==> src/rtl/core_common.sv <==
// Shared memory-bus widths, arbiter state encoding and command struct.
// Imported by every file in the memory-arbiter slice.
package core_common;

  localparam int MEM_ADDR_W = 32;
  localparam int MEM_DATA_W = 32;
  localparam int MEM_STRB_W = MEM_DATA_W / 8;

  localparam logic [1:0] ST_IDLE = 2'd0;
  localparam logic [1:0] ST_ADDR = 2'd1;
  localparam logic [1:0] ST_RESP = 2'd2;

  localparam logic OWN_DATA  = 1'b0;
  localparam logic OWN_FETCH = 1'b1;

  typedef struct packed {
    logic [MEM_ADDR_W-1:0] addr;
    logic                  wen;
    logic [MEM_STRB_W-1:0] strb;
    logic [MEM_DATA_W-1:0] wdata;
  } mem_cmd_t;

endpackage

==> src/rtl/core_mem_arbiter_if.sv <==
// Fetch, LSU and shared memory bus signals of the core memory arbiter.
// slave = arbiter view, master = environment (requesters + memory) view.
interface core_mem_arbiter_if;
  import core_common::*;

  logic                  imem_req;
  logic [MEM_ADDR_W-1:0] imem_addr;
  logic                  imem_gnt;
  logic                  imem_err;
  logic [MEM_DATA_W-1:0] imem_rdata;

  logic                  dmem_req;
  logic [MEM_ADDR_W-1:0] dmem_addr;
  logic                  dmem_wen;
  logic [MEM_STRB_W-1:0] dmem_strb;
  logic [MEM_DATA_W-1:0] dmem_wdata;
  logic                  dmem_gnt;
  logic                  dmem_err;
  logic [MEM_DATA_W-1:0] dmem_rdata;

  logic                  mem_req;
  logic [MEM_ADDR_W-1:0] mem_addr;
  logic                  mem_wen;
  logic [MEM_STRB_W-1:0] mem_strb;
  logic [MEM_DATA_W-1:0] mem_wdata;
  logic                  mem_gnt;
  logic                  mem_rsp;
  logic                  mem_err;
  logic [MEM_DATA_W-1:0] mem_rdata;

  modport slave (
    input  imem_req, imem_addr,
    output imem_gnt, imem_err, imem_rdata,
    input  dmem_req, dmem_addr, dmem_wen, dmem_strb, dmem_wdata,
    output dmem_gnt, dmem_err, dmem_rdata,
    output mem_req, mem_addr, mem_wen, mem_strb, mem_wdata,
    input  mem_gnt, mem_rsp, mem_err, mem_rdata
  );

  modport master (
    output imem_req, imem_addr,
    input  imem_gnt, imem_err, imem_rdata,
    output dmem_req, dmem_addr, dmem_wen, dmem_strb, dmem_wdata,
    input  dmem_gnt, dmem_err, dmem_rdata,
    input  mem_req, mem_addr, mem_wen, mem_strb, mem_wdata,
    output mem_gnt, mem_rsp, mem_err, mem_rdata
  );

endinterface

==> src/rtl/core_mem_arbiter_prio.sv <==
// Data-over-fetch priority pick with a saturating fetch-starvation counter.
module core_mem_arbiter_prio #(
  parameter int STARVE_LIMIT = 4
) (
  input  logic g_clk,
  input  logic g_resetn,
  input  logic imem_req_i,
  input  logic dmem_req_i,
  input  logic data_acc_i,
  input  logic fetch_acc_i,
  output logic pick_fetch_o
);

  localparam int CNT_W = (STARVE_LIMIT < 1) ? 1 : $clog2(STARVE_LIMIT + 1);
  localparam logic [CNT_W-1:0] CNT_MAX = CNT_W'(STARVE_LIMIT);

  logic [CNT_W-1:0] cnt_q, cnt_d;

  // Counter only tracks data wins taken while fetch is actually waiting.
  always_comb begin
    cnt_d = cnt_q;
    if (!imem_req_i || fetch_acc_i)
      cnt_d = '0;
    else if (data_acc_i && (cnt_q != CNT_MAX))
      cnt_d = cnt_q + 1'b1;
  end

  always_ff @(posedge g_clk) begin
    if (!g_resetn) cnt_q <= '0;
    else           cnt_q <= cnt_d;
  end

  assign pick_fetch_o = imem_req_i && (!dmem_req_i || (cnt_q == CNT_MAX));

endmodule

==> src/rtl/core_mem_arbiter.sv <==
// Two-requester (fetch, LSU) arbiter onto one memory port with split
// address/response phases; one transaction outstanding at a time.
module core_mem_arbiter
  import core_common::*;
#(
  parameter int STARVE_LIMIT = 4
) (
  input  logic               g_clk,
  input  logic               g_resetn,
  core_mem_arbiter_if.slave  bus
);

  logic [1:0] state_q, state_d;
  logic       owner_q, owner_d;
  logic       owner;
  logic       any_req;
  logic       pick_fetch;
  logic       addr_acc;
  logic       rsp_fire;
  mem_cmd_t   cmd;

  assign any_req = bus.imem_req | bus.dmem_req;

  // In IDLE the pick drives the bus the same cycle; afterwards the owner is frozen.
  assign owner = (state_q == ST_IDLE) ? (pick_fetch ? OWN_FETCH : OWN_DATA) : owner_q;

  always_comb begin
    if (owner == OWN_FETCH) begin
      cmd.addr  = bus.imem_addr;
      cmd.wen   = 1'b0;
      cmd.strb  = '0;
      cmd.wdata = '0;
    end else begin
      cmd.addr  = bus.dmem_addr;
      cmd.wen   = bus.dmem_wen;
      cmd.strb  = bus.dmem_strb;
      cmd.wdata = bus.dmem_wdata;
    end
  end

  assign bus.mem_req   = g_resetn && (((state_q == ST_IDLE) && any_req) || (state_q == ST_ADDR));
  assign bus.mem_addr  = cmd.addr;
  assign bus.mem_wen   = cmd.wen;
  assign bus.mem_strb  = cmd.strb;
  assign bus.mem_wdata = cmd.wdata;

  assign addr_acc = bus.mem_req && bus.mem_gnt;
  assign rsp_fire = g_resetn && (state_q == ST_RESP) && bus.mem_rsp;

  assign bus.imem_gnt   = rsp_fire && (owner_q == OWN_FETCH);
  assign bus.dmem_gnt   = rsp_fire && (owner_q == OWN_DATA);
  assign bus.imem_rdata = bus.imem_gnt ? bus.mem_rdata : '0;
  assign bus.dmem_rdata = bus.dmem_gnt ? bus.mem_rdata : '0;
  assign bus.imem_err   = bus.imem_gnt & bus.mem_err;
  assign bus.dmem_err   = bus.dmem_gnt & bus.mem_err;

  always_comb begin
    state_d = state_q;
    owner_d = owner_q;
    case (state_q)
      ST_IDLE: if (any_req) begin
        owner_d = owner;
        state_d = bus.mem_gnt ? ST_RESP : ST_ADDR;
      end
      ST_ADDR: if (bus.mem_gnt) state_d = ST_RESP;
      ST_RESP: if (bus.mem_rsp) state_d = ST_IDLE;
      default: state_d = ST_IDLE;
    endcase
  end

  always_ff @(posedge g_clk) begin
    if (!g_resetn) begin
      state_q <= ST_IDLE;
      owner_q <= OWN_DATA;
    end else begin
      state_q <= state_d;
      owner_q <= owner_d;
    end
  end

  core_mem_arbiter_prio #(.STARVE_LIMIT(STARVE_LIMIT)) u_prio (
    .g_clk        (g_clk),
    .g_resetn     (g_resetn),
    .imem_req_i   (bus.imem_req),
    .dmem_req_i   (bus.dmem_req),
    .data_acc_i   (addr_acc && (owner == OWN_DATA)),
    .fetch_acc_i  (addr_acc && (owner == OWN_FETCH)),
    .pick_fetch_o (pick_fetch)
  );

endmodule

==> src/flat_wrapper.sv <==
// flat-port wrapper written by rule: the top's interface ports become plain ports
module core_mem_arbiter_flat import core_common::*;
#(
  parameter int STARVE_LIMIT = 4
)
  (g_clk, g_resetn, bus_imem_req, bus_imem_addr, bus_imem_gnt, bus_imem_err, bus_imem_rdata, bus_dmem_req, bus_dmem_addr, bus_dmem_wen, bus_dmem_strb, bus_dmem_wdata, bus_dmem_gnt, bus_dmem_err, bus_dmem_rdata, bus_mem_req, bus_mem_addr, bus_mem_wen, bus_mem_strb, bus_mem_wdata, bus_mem_gnt, bus_mem_rsp, bus_mem_err, bus_mem_rdata);
  core_mem_arbiter_if bus_i ();
  input  logic g_clk;
  input  logic g_resetn;
  input wire logic [$bits(bus_i.imem_req)-1:0] bus_imem_req;
  input wire logic [$bits(bus_i.imem_addr)-1:0] bus_imem_addr;
  output wire logic [$bits(bus_i.imem_gnt)-1:0] bus_imem_gnt;
  output wire logic [$bits(bus_i.imem_err)-1:0] bus_imem_err;
  output wire logic [$bits(bus_i.imem_rdata)-1:0] bus_imem_rdata;
  input wire logic [$bits(bus_i.dmem_req)-1:0] bus_dmem_req;
  input wire logic [$bits(bus_i.dmem_addr)-1:0] bus_dmem_addr;
  input wire logic [$bits(bus_i.dmem_wen)-1:0] bus_dmem_wen;
  input wire logic [$bits(bus_i.dmem_strb)-1:0] bus_dmem_strb;
  input wire logic [$bits(bus_i.dmem_wdata)-1:0] bus_dmem_wdata;
  output wire logic [$bits(bus_i.dmem_gnt)-1:0] bus_dmem_gnt;
  output wire logic [$bits(bus_i.dmem_err)-1:0] bus_dmem_err;
  output wire logic [$bits(bus_i.dmem_rdata)-1:0] bus_dmem_rdata;
  output wire logic [$bits(bus_i.mem_req)-1:0] bus_mem_req;
  output wire logic [$bits(bus_i.mem_addr)-1:0] bus_mem_addr;
  output wire logic [$bits(bus_i.mem_wen)-1:0] bus_mem_wen;
  output wire logic [$bits(bus_i.mem_strb)-1:0] bus_mem_strb;
  output wire logic [$bits(bus_i.mem_wdata)-1:0] bus_mem_wdata;
  input wire logic [$bits(bus_i.mem_gnt)-1:0] bus_mem_gnt;
  input wire logic [$bits(bus_i.mem_rsp)-1:0] bus_mem_rsp;
  input wire logic [$bits(bus_i.mem_err)-1:0] bus_mem_err;
  input wire logic [$bits(bus_i.mem_rdata)-1:0] bus_mem_rdata;
  assign bus_i.imem_req = bus_imem_req;
  assign bus_i.imem_addr = bus_imem_addr;
  assign bus_imem_gnt = bus_i.imem_gnt;
  assign bus_imem_err = bus_i.imem_err;
  assign bus_imem_rdata = bus_i.imem_rdata;
  assign bus_i.dmem_req = bus_dmem_req;
  assign bus_i.dmem_addr = bus_dmem_addr;
  assign bus_i.dmem_wen = bus_dmem_wen;
  assign bus_i.dmem_strb = bus_dmem_strb;
  assign bus_i.dmem_wdata = bus_dmem_wdata;
  assign bus_dmem_gnt = bus_i.dmem_gnt;
  assign bus_dmem_err = bus_i.dmem_err;
  assign bus_dmem_rdata = bus_i.dmem_rdata;
  assign bus_mem_req = bus_i.mem_req;
  assign bus_mem_addr = bus_i.mem_addr;
  assign bus_mem_wen = bus_i.mem_wen;
  assign bus_mem_strb = bus_i.mem_strb;
  assign bus_mem_wdata = bus_i.mem_wdata;
  assign bus_i.mem_gnt = bus_mem_gnt;
  assign bus_i.mem_rsp = bus_mem_rsp;
  assign bus_i.mem_err = bus_mem_err;
  assign bus_i.mem_rdata = bus_mem_rdata;
  core_mem_arbiter #(.STARVE_LIMIT(STARVE_LIMIT)) u_core (.g_clk(g_clk), .g_resetn(g_resetn), .bus(bus_i));
endmodule
==> config.mk <==
export PLATFORM = sky130hd
export DESIGN_NAME = core_mem_arbiter_flat
export DESIGN_NICKNAME = d
export VERILOG_FILES = /design/src/rtl/core_common.sv /design/src/rtl/core_mem_arbiter_if.sv /design/src/rtl/core_mem_arbiter_prio.sv /design/src/rtl/core_mem_arbiter.sv /design/src/flat_wrapper.sv
export SDC_FILE = /design/constraint.sdc
export NUM_CORES = 1
export LEC_CHECK = 0
export BUFFER_PORTS_ARGS = -buffer_cell sky130_fd_sc_hd__buf_2
export CAP_MARGIN = 25
export CORE_AREA = 2 2 108 110
export CTS_CLUSTER_DIAMETER = 120
export DETAILED_ROUTE_END_ITERATION = 7
export DIE_AREA = 0 0 110 112
export SLEW_MARGIN = 20
export SYNTH_ARGS = -nofsm -noshare
export SYNTH_HDL_FRONTEND = slang
export SYNTH_HIERARCHICAL = 1
export SYNTH_SLANG_ARGS = --single-unit
==> constraint.sdc <==
create_clock -name g_clk -period 2.3 [get_ports g_clk]
set_input_delay 0 -clock g_clk [delete_from_list [all_inputs] [get_ports g_clk]]
set_output_delay 0 -clock g_clk [all_outputs]
set_load 0.005 [all_outputs]
Yosys cells after proc, flatten, opt, wreduce, memory -nomap -nowiden

Index checks and enable logic that the tools add are counted.

Bits in registers: 6
Latch bits: 0
Memory bits (writable): 0
Bits in read-only memories: 0
Input port bits: 140
Output and inout port bits: 138
Word-level logic and storage cells: 47
Memories: 0

$add $sub $neg: 1
Multiply operators: 0
Divide/modulo/power cells: 0
$lt $le $gt $ge: 0
Eq/ne operators: 7
Shift operators: 0
Muxes and demuxes: 10
Bitwise gates (word level): 6
Reduce and logical (&&, ||, !) cells: 20

Operators with widths:

| cell                | number |
|---|---|
| $mux 69             | 1 |
| $mux 32             | 2 |
| $logic_and 1x1->1   | 11 |
| $mux 2              | 4 |
| $pmux 2 s3          | 1 |
| $ne 2x2->1 const B  | 2 |
| $add 3x1->3 const B | 1 |
| $eq 3x3->1 const B  | 1 |
| $logic_or 1x1->1    | 3 |
| $ne 3x3->1 const B  | 1 |
| $not 1->1           | 3 |
| $reduce_and 3->1    | 1 |
| $and 1x1->1         | 2 |
| $eq 2x1->1 const B  | 1 |
| $eq 2x2->1 const B  | 1 |
| $logic_not 1->1     | 2 |
| $logic_not 2->1     | 1 |
| $mux 1              | 2 |
| $ne 2x1->1 const B  | 1 |
| $reduce_and 2->1    | 1 |
| $reduce_or 2->1     | 1 |
| $or 1x1->1          | 1 |

Depth between registers and ports, before layout

Word-level depth: 8
Depth in mapped cells: 9
Depth with buffers taken out: 8

By module

Netlist, hierarchy kept.

Modules (own cells, without submodules):

| module                | instances | cells each | area each (µm²) | sequential area each (µm²) |
|---|---|---|---|---|
| core_mem_arbiter      | 1         | 169        | 1266.2          | 60.1 |
| core_mem_arbiter_prio | 1         | 20         | 205.2           | 60.1 |

Worst setup path after synthesis

Ideal clock, no wire load.

Path type: register to register
From: register u_core.u_prio.cnt_q[0]
To: register u_core.u_prio.cnt_q[0]
Setup time: 0.072 ns
Arrival time: 1.865 ns
Data required time: 2.228 ns
Slack: 0.364 ns
Stages on the path, launching flop included: 10
Path buffers: 1
Clock period less this slack: 1.936 ns
Cell sequence: dfxtp_1 > inv_1 > ha_1 > nand2_1 > a21boi_0 > mux2i_4 > buf_2 > and4_1 > a21boi_2 > mux2i_1

Longest elaborated chain between the ends: 8
Elaborated cells between the ends (all ways): 13
Classes of those cells: 1 x add/sub; 2 x eq/ne; 2 x mux; 1 x bitwise; 7 x reduce/logical

RTL lines:

| item                                                                  | line                                                | text |
|---|---|---|
| from (decl)                                                           | core_mem_arbiter_prio.sv:17                         | `logic [CNT_W-1:0] cnt_q, cnt_d;` |
| from (signal assigned)                                                | core_mem_arbiter_prio.sv:30                         | `else cnt_q <= cnt_d;` |
| $eq 3x3->1 *                                                          | core_mem_arbiter_prio.sv:33                         | `assign pick_fetch_o = imem_req_i && (!dmem_req_i \|\| (cnt_q == CNT_MAX));` |
| $logic_or 1x1->1 *                                                    | core_mem_arbiter_prio.sv:33                         |  |
| $logic_and 1x1->1 *                                                   | core_mem_arbiter_prio.sv:33                         |  |
| net u_core.pick_fetch                                                 | core_mem_arbiter.sv:17                              | `logic pick_fetch;` |
| $mux 1 * (2 in a row)                                                 | core_mem_arbiter.sv:25                              | `assign owner = (state_q == ST_IDLE) ? (pick_fetch ? OWN_FETCH : OWN_DATA) : owner_q;` |
| $logic_and 1x1->1 or $not 1->1 (tied branches)                        | core_mem_arbiter.sv:87, core_mem_arbiter.sv:86      |  |
| $logic_or 1x1->1 or $logic_and 1x1->1 (tied branches)                 | core_mem_arbiter_prio.sv:22, core_mem_arbiter.sv:86 |  |
| $reduce_or 2->1 (no source line) or $logic_and 1x1->1 (tied branches) | --                                                  |  |

The timed path passes the listed nets; every way through them passes the cells marked *.
A chain may end at the register's enable or synchronous reset.

Final worst setup path

From: register u_core.u_prio.cnt_q[0]
To: output bus_mem_addr[23]

Longest elaborated chain between the ends: 6

RTL lines:

| item                  | line                        | text |
|---|---|---|
| $eq 3x3->1            | core_mem_arbiter_prio.sv:33 |  |
| $logic_or 1x1->1      | core_mem_arbiter_prio.sv:33 |  |
| $logic_and 1x1->1     | core_mem_arbiter_prio.sv:33 |  |
| net u_core.pick_fetch | core_mem_arbiter.sv:17      |  |
| $mux 1 (2 in a row)   | core_mem_arbiter.sv:25      |  |
| $mux 69               | core_mem_arbiter.sv:28      | `if (owner == OWN_FETCH) begin` |
| to (decl)             | flat_wrapper.sv:24          | `output wire logic [$bits(bus_i.mem_addr)-1:0] bus_mem_addr;` |

The timed path passes the listed nets, and every way through them passes these cells.

==> flow_summary.json <==
{
  "outcome": "finished, final reports clean",
  "power_leakage_uw": 0.00185,
  "antenna_cells": 0,
  "grt-ovfl-total": 0,
  "grt_first_pass_wirelength_mm": 9.56,
  "finalSetupViolations": 0,
  "clock_path_buffers": 2,
  "die_h_um": 112,
  "num_vias": 2263,
  "place.port_buffers": 277,
  "critPathMaxFanout": 53,
  "period_needed_ns": 2.07,
  "gp_congestion": 0.785,
  "first_global_vias": 1985,
  "hold_ws_ns": 0.116,
  "clock-sinks": 6,
  "dp_hpwl_mm": 5.91,
  "fin_crit_sh_pct": 89.8,
  "synth_area_leaders": "and2_1, mux2_2, dfxtp_1, buf_6, mux2_1",
  "synth_top_area_cell": "and2_1",
  "hold_path_class": "primary input to flip-flop",
  "slew_violations": 0,
  "area_growth_pct": 112,
  "cts_root_buf": "clkbuf_16",
  "ant_nets": 0,
  "syn_inst": 189,
  "initial_utilization_pct": 13.2,
  "io_pins": 278,
  "core_area_um2": 11200,
  "crit_required_ns": 2.30,
  "die_w_um": 110,
  "clkLatencyLatePin_ns": 0.23,
  "cts_tree": "built",
  "rsz0062_at_grt": "false",
  "drt-initial-drc-count": 52,
  "fmax_ghz": 0.484,
  "htreeDepth": 1,
  "ys_seq_area_share_pct": 8.16,
  "fp.dieArea_um2": 12300,
  "fin_skew_ns": 0.000468,
  "hold_viol": 0,
  "synth_cell_types": 30,
  "rows": 39,
  "fillCellCount": 1241,
  "cts_made_buffers": 3,
  "grt_usage_pct": 9.54,
  "grt_max_degree": 54,
  "finalNonFillerCells": 607,
  "cp-end-kind": "output pin",
  "p_per_area_nw_per_um2": 269,
  "layout-drive-gt1-share_pct": 69.2,
  "wl_per_cell_um": 11.1,
  "avgViaCountPerCell": 3.73,
  "syn_nets": 331,
  "ys_warn_count": 6,
  "routed_wl_mm": 6.77,
  "syn_avg_cell_area_um2": 7.79,
  "first_pass_iters": 4,
  "total_power_uw": 839,
  "grt_antenna_before_repair": 0,
  "cts_setup_buffers": 0,
  "critPathKind": "flip-flop to output pin",
  "setup_tns_ns": 0,
  "cts.clk_slew.worst_paths_ns": 0.03,
  "critPathLaunchType": "flip-flop",
  "slew_headroom_pct": 78.6,
  "drc": 0,
  "placed_cells": 602,
  "worstMarginPinSlew_ns": 0.320,
  "synth_area_um2": 1470,
  "crit_arrival_ns": 2.07,
  "nNetsFinal": 608,
  "yosysTopAreaCellShare_pct": 44.2,
  "ir_worst_vdd_mv": 0.162,
  "ys_seq_elements": 6,
  "cap_violations": 0
}
## synth_stat cells, drive strengths merged
cell type,instances
a21boi,2
a21oi,1
and2,104
and4,1
and4b,1
buf,5
clkbuf,8
dfxtp,6
ha,2
inv,2
mux2,32
mux2i,4
nand2,4
nand3,2
nand3b,1
nand4b,3
nand4bb,1
nor2,2
nor2b,2
nor3,2
nor3b,1
o21ai,1
o31ai,1
or3,1
## final timing paths
path | cells after the start | startpoint | slack (ns) | to
max | 8 | u_core/u_prio/cnt_q[0] | 0.23 | bus_mem_addr[23]
min | 3 | g_resetn | 0.12 | u_core/owner_q
max reg2reg | 8 | u_core/u_prio/cnt_q[0] | 0.43 | u_core/u_prio/cnt_q[1]
min reg2reg | 2 | u_core/state_q[1] | 0.50 | u_core/state_q[1]
## cell type report
type	instances	area [um2]	share of cell area (%)
Inverter	2	7.51	0.241
Clock buffer	3	75.1	2.41
Multi-Input combinational cell	168	1270	40.9
Tap cell	143	179	5.73
Sequential cell	6	120	3.85
Timing Repair Buffer	285	1460	46.9
## report_power, final
part           total (uW)  leakage [uW]  switching, uW  internal [uW]
Sequential            115     0.0000489           5.78            109
Clock                 281     0.0000370           58.2            223
Combinational         443       0.00177            174            268
## per-stage QoR
stage	utilization, %	instance area [um2]	setup WS, ns
after floorplan	-	1470	0.364
after global placement	27.1	3030	0.447
after detailed placement	27.1	3030	0.421
after CTS	27.9	3120	0.159
after global routing	27.9	3120	0.0981
final	27.9	3120	0.234
## sequential cells by signal, summed over array words and instances (netlist names)
register / count
u_core/owner_q: 1
u_core/state_q: 2
u_core/u_prio/cnt_q: 3
## layer usage
layer / global-route usage (%) / wire length, um / share of wire [%] / vias to the layer above
li1: - / - / - / 1171
met1: 11.7 / 2720 / 40 / 952
met2: 17.3 / 3380 / 50 / 136
met3: 0.995 / 612 / 9.0 / 4
met4: 2.62 / 55 / 0.81 / 0
met5: 0 / 0 / 0 / -
## layout by cell type (no fill, tap or decap), types with 2 or more instances in the layout
master / netlist / routed
nand3_1: 2 / 2
dfxtp_1: 6 / 6
mux2i_1: 3 / 3
dlygate4sd3_1: 0 / 2
nor2b_1: 2 / 2
mux2_1: 3 / 3
nand2_1: 4 / 4
nand4b_1: 3 / 3
ha_1: 2 / 2
nor3_2: 1 / 2
mux2_2: 29 / 29
buf_4: 0 / 5
clkbuf_16: 0 / 3
and2_1: 104 / 104
buf_2: 2 / 277
inv_1: 2 / 2
## worst max-delay path, stage by stage (launching register included)
cell and delay [ns]:
dfxtp_1 0.36, inv_1 0.06, ha_1 0.23, nand2_1 0.08, a21boi_1 0.11, mux2i_4 0.22
buf_12 0.25, mux2_1 0.35, buf_2 0.13
## timing repair
action / in CTS / in global routing
resized for setup: 0 / 1
setup endpoints to repair: 0 / 1
hold buffers: 2 / 0
hold endpoints to repair: 2 / 0
## logic make-up (layout without fill, tap and decap cells)
kind of cell | after synthesis | after routing | synth area share (%)
AND/OR/NAND/NOR | 125 | 125 | 54.1
multiplexers | 36 | 36 | 28.1
buffers and inverters | 15 | 290 | 5.53
flip-flops | 6 | 6 | 8.16
AO/OA/AOI/OAI | 5 | 5 | 2.47
adder cells (fa/ha/maj) | 2 | 2 | 1.70
No activity file was read; power rests on OpenSTA's default activity.
